File: config.mk
export PLATFORM = sky130hd
export DESIGN_NAME = dbus_ram_ws_flat
export DESIGN_NICKNAME = d
export VERILOG_FILES = /design/src/rtl/dbus_ram_ws_if.sv /design/src/rtl/dbus_ram_ws.sv /design/src/flat_wrapper.sv
export SDC_FILE = /design/constraint.sdc
export NUM_CORES = 2
export LEC_CHECK = 0
export BUFFER_PORTS_ARGS = -buffer_cell sky130_fd_sc_hd__buf_2
export CELL_PAD_IN_SITES_DETAIL_PLACEMENT = 0
export CELL_PAD_IN_SITES_GLOBAL_PLACEMENT = 2
export CORE_MARGIN = 5
export CORE_UTILIZATION = 45
export DETAILED_ROUTE_END_ITERATION = 8
export PLACE_DENSITY = 0.82
export SLEW_MARGIN = 15
export SYNTH_ARGS = -nofsm -noshare
export SYNTH_HDL_FRONTEND = slang
export SYNTH_SLANG_ARGS = --single-unit
File: constraint.sdc
create_clock -name clk_i -period 3.2 [get_ports clk_i]
set_input_delay 0.16 -clock clk_i [delete_from_list [all_inputs] [get_ports clk_i]]
set_output_delay 0.16 -clock clk_i [all_outputs]
set_load 0.02 [all_outputs]
File: src/rtl/dbus_ram_ws_if.sv
// Wishbone-classic data-bus bundle between the rv_cpu data port (master)
// and the data RAM slave.
interface dbus_ram_ws_if;
    logic        cyc;
    logic        stb;
    logic        we;
    logic [3:0]  sel;
    logic [29:0] adr;
    logic [31:0] datWr;
    logic [31:0] datRd;
    logic        ack;
    logic        err;

    modport master (
        output cyc, stb, we, sel, adr, datWr,
        input  datRd, ack, err
    );

    modport slave (
        input  cyc, stb, we, sel, adr, datWr,
        output datRd, ack, err
    );
endinterface

File: src/rtl/dbus_ram_ws.sv
// Parametrised 32-bit data RAM slave with programmable wait states, byte-lane
// writes, cycle abort and an error response for addresses outside its window.
module dbus_ram_ws #(
    parameter int          ADDR_WIDTH  = 7,
    parameter logic [29:0] BASE_ADR    = 30'h0,
    parameter int          WAIT_STATES = 0,
    parameter string       INIT_FILE   = ""
) (
    input  logic         clk_i,
    input  logic         rst_i,
    dbus_ram_ws_if.slave dbus
);
    localparam int DEPTH = 2 ** ADDR_WIDTH;

    typedef enum logic [1:0] {IDLE, ACCEPT, WAIT, RESP} state_e;

    state_e                  state_q;
    logic [3:0]              waitCnt_q;
    logic                    we_q;
    logic [3:0]              sel_q;
    logic [ADDR_WIDTH-1:0]   idx_q;
    logic [31:0]             wdat_q;
    logic                    hit_q;
    logic                    ack_q;
    logic                    err_q;
    logic [31:0]             rdat_q;

    logic [31:0]             mem [DEPTH];

    logic                    reqHit;
    logic                    enterResp;
    logic                    memWrite;

    // A dropped cyc on the edge that would enter RESP aborts the transfer,
    // so the response and the RAM write are both qualified by cyc.
    always_comb begin
        reqHit    = (dbus.adr >> ADDR_WIDTH) == (BASE_ADR >> ADDR_WIDTH);
        enterResp = 1'b0;
        if (dbus.cyc) begin
            if (state_q == ACCEPT && WAIT_STATES == 0) begin
                enterResp = 1'b1;
            end
            if (state_q == WAIT && waitCnt_q == 4'd0) begin
                enterResp = 1'b1;
            end
        end
        memWrite = enterResp & hit_q & we_q & ~rst_i;
    end

    // RAM contents survive reset.
    always_ff @(posedge clk_i) begin
        if (memWrite) begin
            for (int n = 0; n < 4; n++) begin
                if (sel_q[n]) begin
                    mem[idx_q][8*n +: 8] <= wdat_q[8*n +: 8];
                end
            end
        end
    end

    always_ff @(posedge clk_i) begin
        if (rst_i) begin
            state_q   <= IDLE;
            waitCnt_q <= 4'd0;
            ack_q     <= 1'b0;
            err_q     <= 1'b0;
            rdat_q    <= 32'h0;
        end else begin
            ack_q  <= 1'b0;
            err_q  <= 1'b0;
            rdat_q <= 32'h0;

            case (state_q)
                IDLE: begin
                    if (dbus.cyc && dbus.stb) begin
                        we_q    <= dbus.we;
                        sel_q   <= dbus.sel;
                        idx_q   <= dbus.adr[ADDR_WIDTH-1:0];
                        wdat_q  <= dbus.datWr;
                        hit_q   <= reqHit;
                        state_q <= ACCEPT;
                    end
                end
                ACCEPT: begin
                    if (!dbus.cyc) begin
                        state_q <= IDLE;
                    end else if (WAIT_STATES == 0) begin
                        state_q <= RESP;
                    end else begin
                        state_q   <= WAIT;
                        waitCnt_q <= 4'(WAIT_STATES - 1);
                    end
                end
                WAIT: begin
                    if (!dbus.cyc) begin
                        state_q <= IDLE;
                    end else if (waitCnt_q == 4'd0) begin
                        state_q <= RESP;
                    end else begin
                        waitCnt_q <= waitCnt_q - 4'd1;
                    end
                end
                RESP: begin
                    state_q <= IDLE;
                end
                default: begin
                    state_q <= IDLE;
                end
            endcase

            if (enterResp) begin
                if (hit_q) begin
                    ack_q <= 1'b1;
                    if (!we_q) begin
                        rdat_q <= mem[idx_q];
                    end
                end else begin
                    err_q <= 1'b1;
                end
            end
        end
    end

    assign dbus.ack   = ack_q;
    assign dbus.err   = err_q;
    assign dbus.datRd = rdat_q;
endmodule

File: src/flat_wrapper.sv
// flat-port wrapper written by rule: the top's interface ports become plain ports
module dbus_ram_ws_flat 
#(
    parameter int          ADDR_WIDTH  = 7,
    parameter logic [29:0] BASE_ADR    = 30'h0,
    parameter int          WAIT_STATES = 0,
    parameter string       INIT_FILE   = ""
)
  (clk_i, rst_i, dbus_cyc, dbus_stb, dbus_we, dbus_sel, dbus_adr, dbus_datWr, dbus_datRd, dbus_ack, dbus_err);
  dbus_ram_ws_if dbus_i ();
  input  logic clk_i;
  input  logic rst_i;
  input wire logic [$bits(dbus_i.cyc)-1:0] dbus_cyc;
  input wire logic [$bits(dbus_i.stb)-1:0] dbus_stb;
  input wire logic [$bits(dbus_i.we)-1:0] dbus_we;
  input wire logic [$bits(dbus_i.sel)-1:0] dbus_sel;
  input wire logic [$bits(dbus_i.adr)-1:0] dbus_adr;
  input wire logic [$bits(dbus_i.datWr)-1:0] dbus_datWr;
  output wire logic [$bits(dbus_i.datRd)-1:0] dbus_datRd;
  output wire logic [$bits(dbus_i.ack)-1:0] dbus_ack;
  output wire logic [$bits(dbus_i.err)-1:0] dbus_err;
  assign dbus_i.cyc = dbus_cyc;
  assign dbus_i.stb = dbus_stb;
  assign dbus_i.we = dbus_we;
  assign dbus_i.sel = dbus_sel;
  assign dbus_i.adr = dbus_adr;
  assign dbus_i.datWr = dbus_datWr;
  assign dbus_datRd = dbus_i.datRd;
  assign dbus_ack = dbus_i.ack;
  assign dbus_err = dbus_i.err;
  dbus_ram_ws #(.ADDR_WIDTH(ADDR_WIDTH), .BASE_ADR(BASE_ADR), .WAIT_STATES(WAIT_STATES), .INIT_FILE(INIT_FILE)) u_core (.clk_i(clk_i), .rst_i(rst_i), .dbus(dbus_i));
endmodule
# Word level (Yosys, flattened, before mapping)
# Memory sizes are Yosys's and may differ from the RTL's. A register that Yosys moved wholly into a read port is not among the register bits.
# Cells that the tools add are included.
# Widths: inputs -> output; s select.
# word_totals
regBits	53
ramBits	4096
input_bits	71
output_inout_bits	34
n_memories	1
# mem_list
memory	words	width	read_ports	rd_ports_with_merged_regs	wr	line	rtl
u_core.mem	128	32	1	1	1	dbus_ram_ws.sv:28	logic [31:0] mem [DEPTH];
# classes
add_sub_neg	1
eq_ne	5
n_mux	22
n_bitwise	7
reduce_logical	10
# op_table
op	n
$logic_not 30->1	1
$mux 1	17
$mux 2	4
$pmux 2 s4	1
$reduce_and 3->1	2
$eq 2x2->1 const B	2
$logic_not 4->1	1
$not 1->1	4
$reduce_or 4->1	1
$sub 4x1->4 const B	1
$and 1x1->1	3
$ne 3x3->1 const B	1
$eq 2x1->1 const B	1
$logic_and 1x1->1	2
$logic_not 2->1	1
$ne 2x1->1 const B	1
$reduce_and 2->1	1
$reduce_or 2->1	1

# Longest topological paths before layout
# depth
word_depth	9
mapped_depth	10
depth_no_buf	8

# Least setup slack after synthesis
# OpenSTA, ideal clock, no wires.
# synth_timing
path_type	register -> register
from	reg u_core.idx_q[1]
to	mem u_core.mem[68][0] (enable)
setup_time_ns	0.370
arrival_ns	2.052
required_time_ns	2.830
slack_ns	0.778
stages_incl_launch_ff	9
period_less_slack_ns	2.422
cell_sequence	edfxtp_1 -> nand2b_1 -> buf_4 -> buf_2 -> buf_1 -> nor2_1 -> buf_2 -> nand2_1 -> nor2_1
# synth_rtl
item	line	rtl
from (decl)	dbus_ram_ws.sv:21	logic [ADDR_WIDTH-1:0] idx_q;
from (signal assigned)	dbus_ram_ws.sv:78	idx_q <= dbus.adr[ADDR_WIDTH-1:0];
to (decl)	dbus_ram_ws.sv:28	
# Straight into the memory's write port.

# Worst setup path in the final report
# layout_timing
from	reg u_core.idx_q[1]
to	mem u_core.mem[77][19] (enable)
# Straight into the memory's write port.

==> results.py <==
metrics = {
    "synth": {
        "synth_cells": 9287,
        "synth_nets": 9364,
        "synth-seq-area-share_pct": 77.4,
        "synth-seq-cells": 4181,
        "syn_area_per_cell_um2": 17.4,
        "yosysWarnings": 0,
        "synth_area_um2": 162000,
        "synth.distinct_cells": 33,
    },
    "detailed_routing": {
        "ant_nets": 0,
        "post_drt_wl_per_cell_um": 29.2,
        "drt_iter0_drc": 10400,
        "viasPerCell": 5.82,
        "dr.pass1.iters": 6,
        "vias": 90400,
        "wirelength_um": 454000,
        "drc": 0,
    },
    "floorplan": {
        "die_w_um": 610,
        "die_h_um": 610,
        "core_area_um2": 359000,
        "start_util_pct": 45.1,
        "dieArea_um2": 372000,
        "rows": 220,
        "io-pin-count": 105,
    },
    "critical_path": {
        "crit_required_ns": 3.80,
        "path_class": "reg2reg",
        "cp_slowest_cell": "nand2_1",
        "arrival_ns": 3.76,
        "critPathBufInv": 4,
        "crit_path_end_kind": "flip-flop",
        "cp_top_family": "simple AND/OR/NAND/NOR gates",
        "critPathMaxStageDelay_ns": 0.53,
        "worstPathCellList": "nand2b_4, buf_12, buf_12, nor2_2, buf_4, nand2_1, nor2_1, buf_4",
        "path_max_fanout": 36,
        "cp-startpoint": "u_core.idx_q[1]",
        "critPathLaunchType": "flip-flop",
        "r2r-start": "u_core.idx_q[1]",
    },
    "clocking": {
        "cts_sinks": 4181,
        "root_buffer": "clkbuf_16",
        "insertion_delay_ns": 0.96,
        "htree_levels": 5,
        "cts-buffers-inserted": 413,
        "cts_setup_buffers": 0,
        "cts_tree": "yes",
        "clockBufferDepth": 4,
        "clk_pin_slew_ns": 0.06,
    },
    "sta": {
        "finalCritPeriodShare_pct": 98.7,
        "hold_viol_final": 0,
        "fin_setup_tns_ns": 0,
        "worstMarginPinSlew_ns": 1.25,
        "slew_viol_final": 0,
        "slew-limit-headroom_pct": 17.0,
        "max_freq_ghz": 0.317,
        "setup_viol": 0,
        "hold_ws_ns": 0.0846,
        "finClkSkew_ns": 0.0589,
        "period_minus_slack_ns": 3.16,
    },
    "min_path": {
        "min_path_type": "in2reg",
        "worstHoldStart": "dbus_sel[3]",
    },
    "final_layout": {
        "drive_gt1_share_pct": 17.1,
        "fillers": 28000,
        "multi_input_area_um2": 34000,
        "stdcell_area_um2": 191000,
        "syn2layout_area_growth_pct": 17.9,
        "layout_common_cells": "4141 x edfxtp_1, 2049 x mux2i_1, 1024 x o22ai_1, 909 x buf_4, 568 x nor2_1",
        "nets": 10500,
        "layout.area.seq_um2": 125000,
        "layout_commonest_cell": "edfxtp_1",
    },
    "place": {
        "hpwl_um": 297000,
        "portBuffers": 104,
        "place_area_um2": 176000,
        "routabilityCongestion": 0.895,
    },
    "global_route": {
        "first_global_vias": 90000,
        "overflow": 0,
        "grt.total_usage_pct": 23.7,
        "antenna_found_initial": 20,
        "grt_pass1_wl_um": 643000,
        "grt_max_degree": 129,
    },
    "power": {
        "leakage_uw": 0.0657,
        "irDropWorstVdd_uv": 536,
        "power_density_nw_per_um2": 591,
    },
    "flow_run": {
        "maxCapViolCount": 0,
    },
    "status": {
        "outcome": "finished clean",
    },
}
-- repair_timing --
item                       in CTS  in global routing
gates resized for setup         1                 13
setup endpoints to repair       1                 10
hold buffers                   89                  0
hold endpoints to repair       69                  0
-- where the power goes --
group | switching (uW) | internal, uW
sequential | 96.7 | 60000
combinational | 2940 | 1540
clock | 20400 | 27700
-- worst reg2reg max path: stages (launching register included) --
cell and delay (ns):
edfxtp_1 0.50, nand2b_4 0.26, buf_12 0.23, buf_12 0.25, nor2_2 0.10, buf_4 0.30, nand2_1 0.53, nor2_1 0.37
buf_4 0.26
-- metrics by stage --
stage / instances / util (%) / total power (uW) / setup WS (ns)
after floorplan: 9287 / - / 63700 / 0.778
after global placement: 14700 / 49.1 / 65500 / -0.136
after detailed placement: 14700 / 49.1 / 65600 / -0.0126
after CTS: 15500 / 53.1 / 113000 / 0.0242
after global routing: 15500 / 53.2 / 116000 / -0.0557
final: 15500 / 53.2 / 113000 / 0.0420
-- state kept, by name, indices dropped and copies added, names as in the netlist --
register / flops
u_core.hit_q: 1
u_core.we_q: 1
u_core.dbus.ack: 1
u_core.state_q: 2
u_core.wdat_q: 32
u_core.mem: 4096
u_core.waitCnt_q: 4
u_core.dbus.err: 1
u_core.dbus.datRd: 32
u_core.sel_q: 4
u_core.idx_q: 7
-- routing by layer --
| metal | track usage [%] | wire (um) | vias up |
|---|---|---|---|
| met5 | 0 | 13 | - |
| met4 | 10.9 | 24000 | 2 |
| met3 | 3.72 | 33700 | 772 |
| met2 | 38.6 | 218000 | 3942 |
| met1 | 31.5 | 179000 | 46200 |
| li1 | - | - | 39400 |
-- logic make-up after synthesis --
family / after synthesis / synth area share (%)
fa+ha+maj: 6 / 0.0464
xor+xnor: 3 / 0.0162
mux: 2049 / 12.7
simple gates: 777 / 1.90
compound gates: 1671 / 6.26
buf+inv: 600 / 1.75
flops: 4181 / 77.4
-- synth_stat cells --
| cell type | instances | area share [%] |
|---|---|---|
| buf_2 | 188 | 0.58 |
| and3_1 | 2 | 0.0077 |
| nor2_1 | 573 | 1.3 |
| or2_1 | 1 | 0.0039 |
| o211ai_1 | 1 | 0.0046 |
| a211oi_1 | 1 | 0.0046 |
| nand2b_1 | 6 | 0.023 |
| ha_1 | 6 | 0.046 |
| clkbuf_1 | 255 | 0.59 |
| or2_2 | 2 | 0.0077 |
| nand2_1 | 143 | 0.33 |
| mux2i_1 | 2049 | 13 |
| edfxtp_1 | 4141 | 77 |
| nor4_1 | 37 | 0.14 |
| xor2_1 | 2 | 0.011 |
| nand4_1 | 1 | 0.0039 |
| nor2_2 | 5 | 0.019 |
| a21o_1 | 1 | 0.0046 |
| xnor2_1 | 1 | 0.0054 |
| dfxtp_1 | 40 | 0.49 |
| o21ai_1 | 106 | 0.33 |
| o22ai_1 | 1024 | 4.0 |
| inv_1 | 6 | 0.014 |
| a41oi_1 | 128 | 0.69 |
| nor2b_1 | 4 | 0.015 |
| inv_2 | 1 | 0.0023 |
| buf_4 | 81 | 0.38 |
| a21oi_1 | 1 | 0.0031 |
| and2_1 | 1 | 0.0039 |
| nor3_1 | 2 | 0.0062 |
| o21ai_0 | 409 | 1.3 |
| buf_6 | 5 | 0.035 |
| buf_1 | 64 | 0.15 |
-- path summary, 6_finish.rpt --
| check | end | depth (start not counted) | slack (ns) |
|---|---|---|---|
| worst max-delay path | u_core.mem[77][19] | 8 | 0.04 |
| worst min-delay path | u_core.sel_q[3] | 2 | 0.08 |
| worst max register to register | u_core.mem[77][19] | 8 | 0.04 |
| worst min register to register | u_core.dbus.err | 1 | 0.50 |
-- cell type report --
| cell class | instances | area share (%) |
|---|---|---|
| multi-input combinational | 4506 | 17.8 |
| clock inverter | 230 | 1.22 |
| sequential | 4181 | 65.6 |
| antenna | 14 | 0.0184 |
| clock buffer | 531 | 5.86 |
| tap | 4773 | 3.13 |
| timing repair buffer | 1290 | 6.29 |
| inverter | 7 | 0.0138 |
Power figures use the tool's default switching activity.
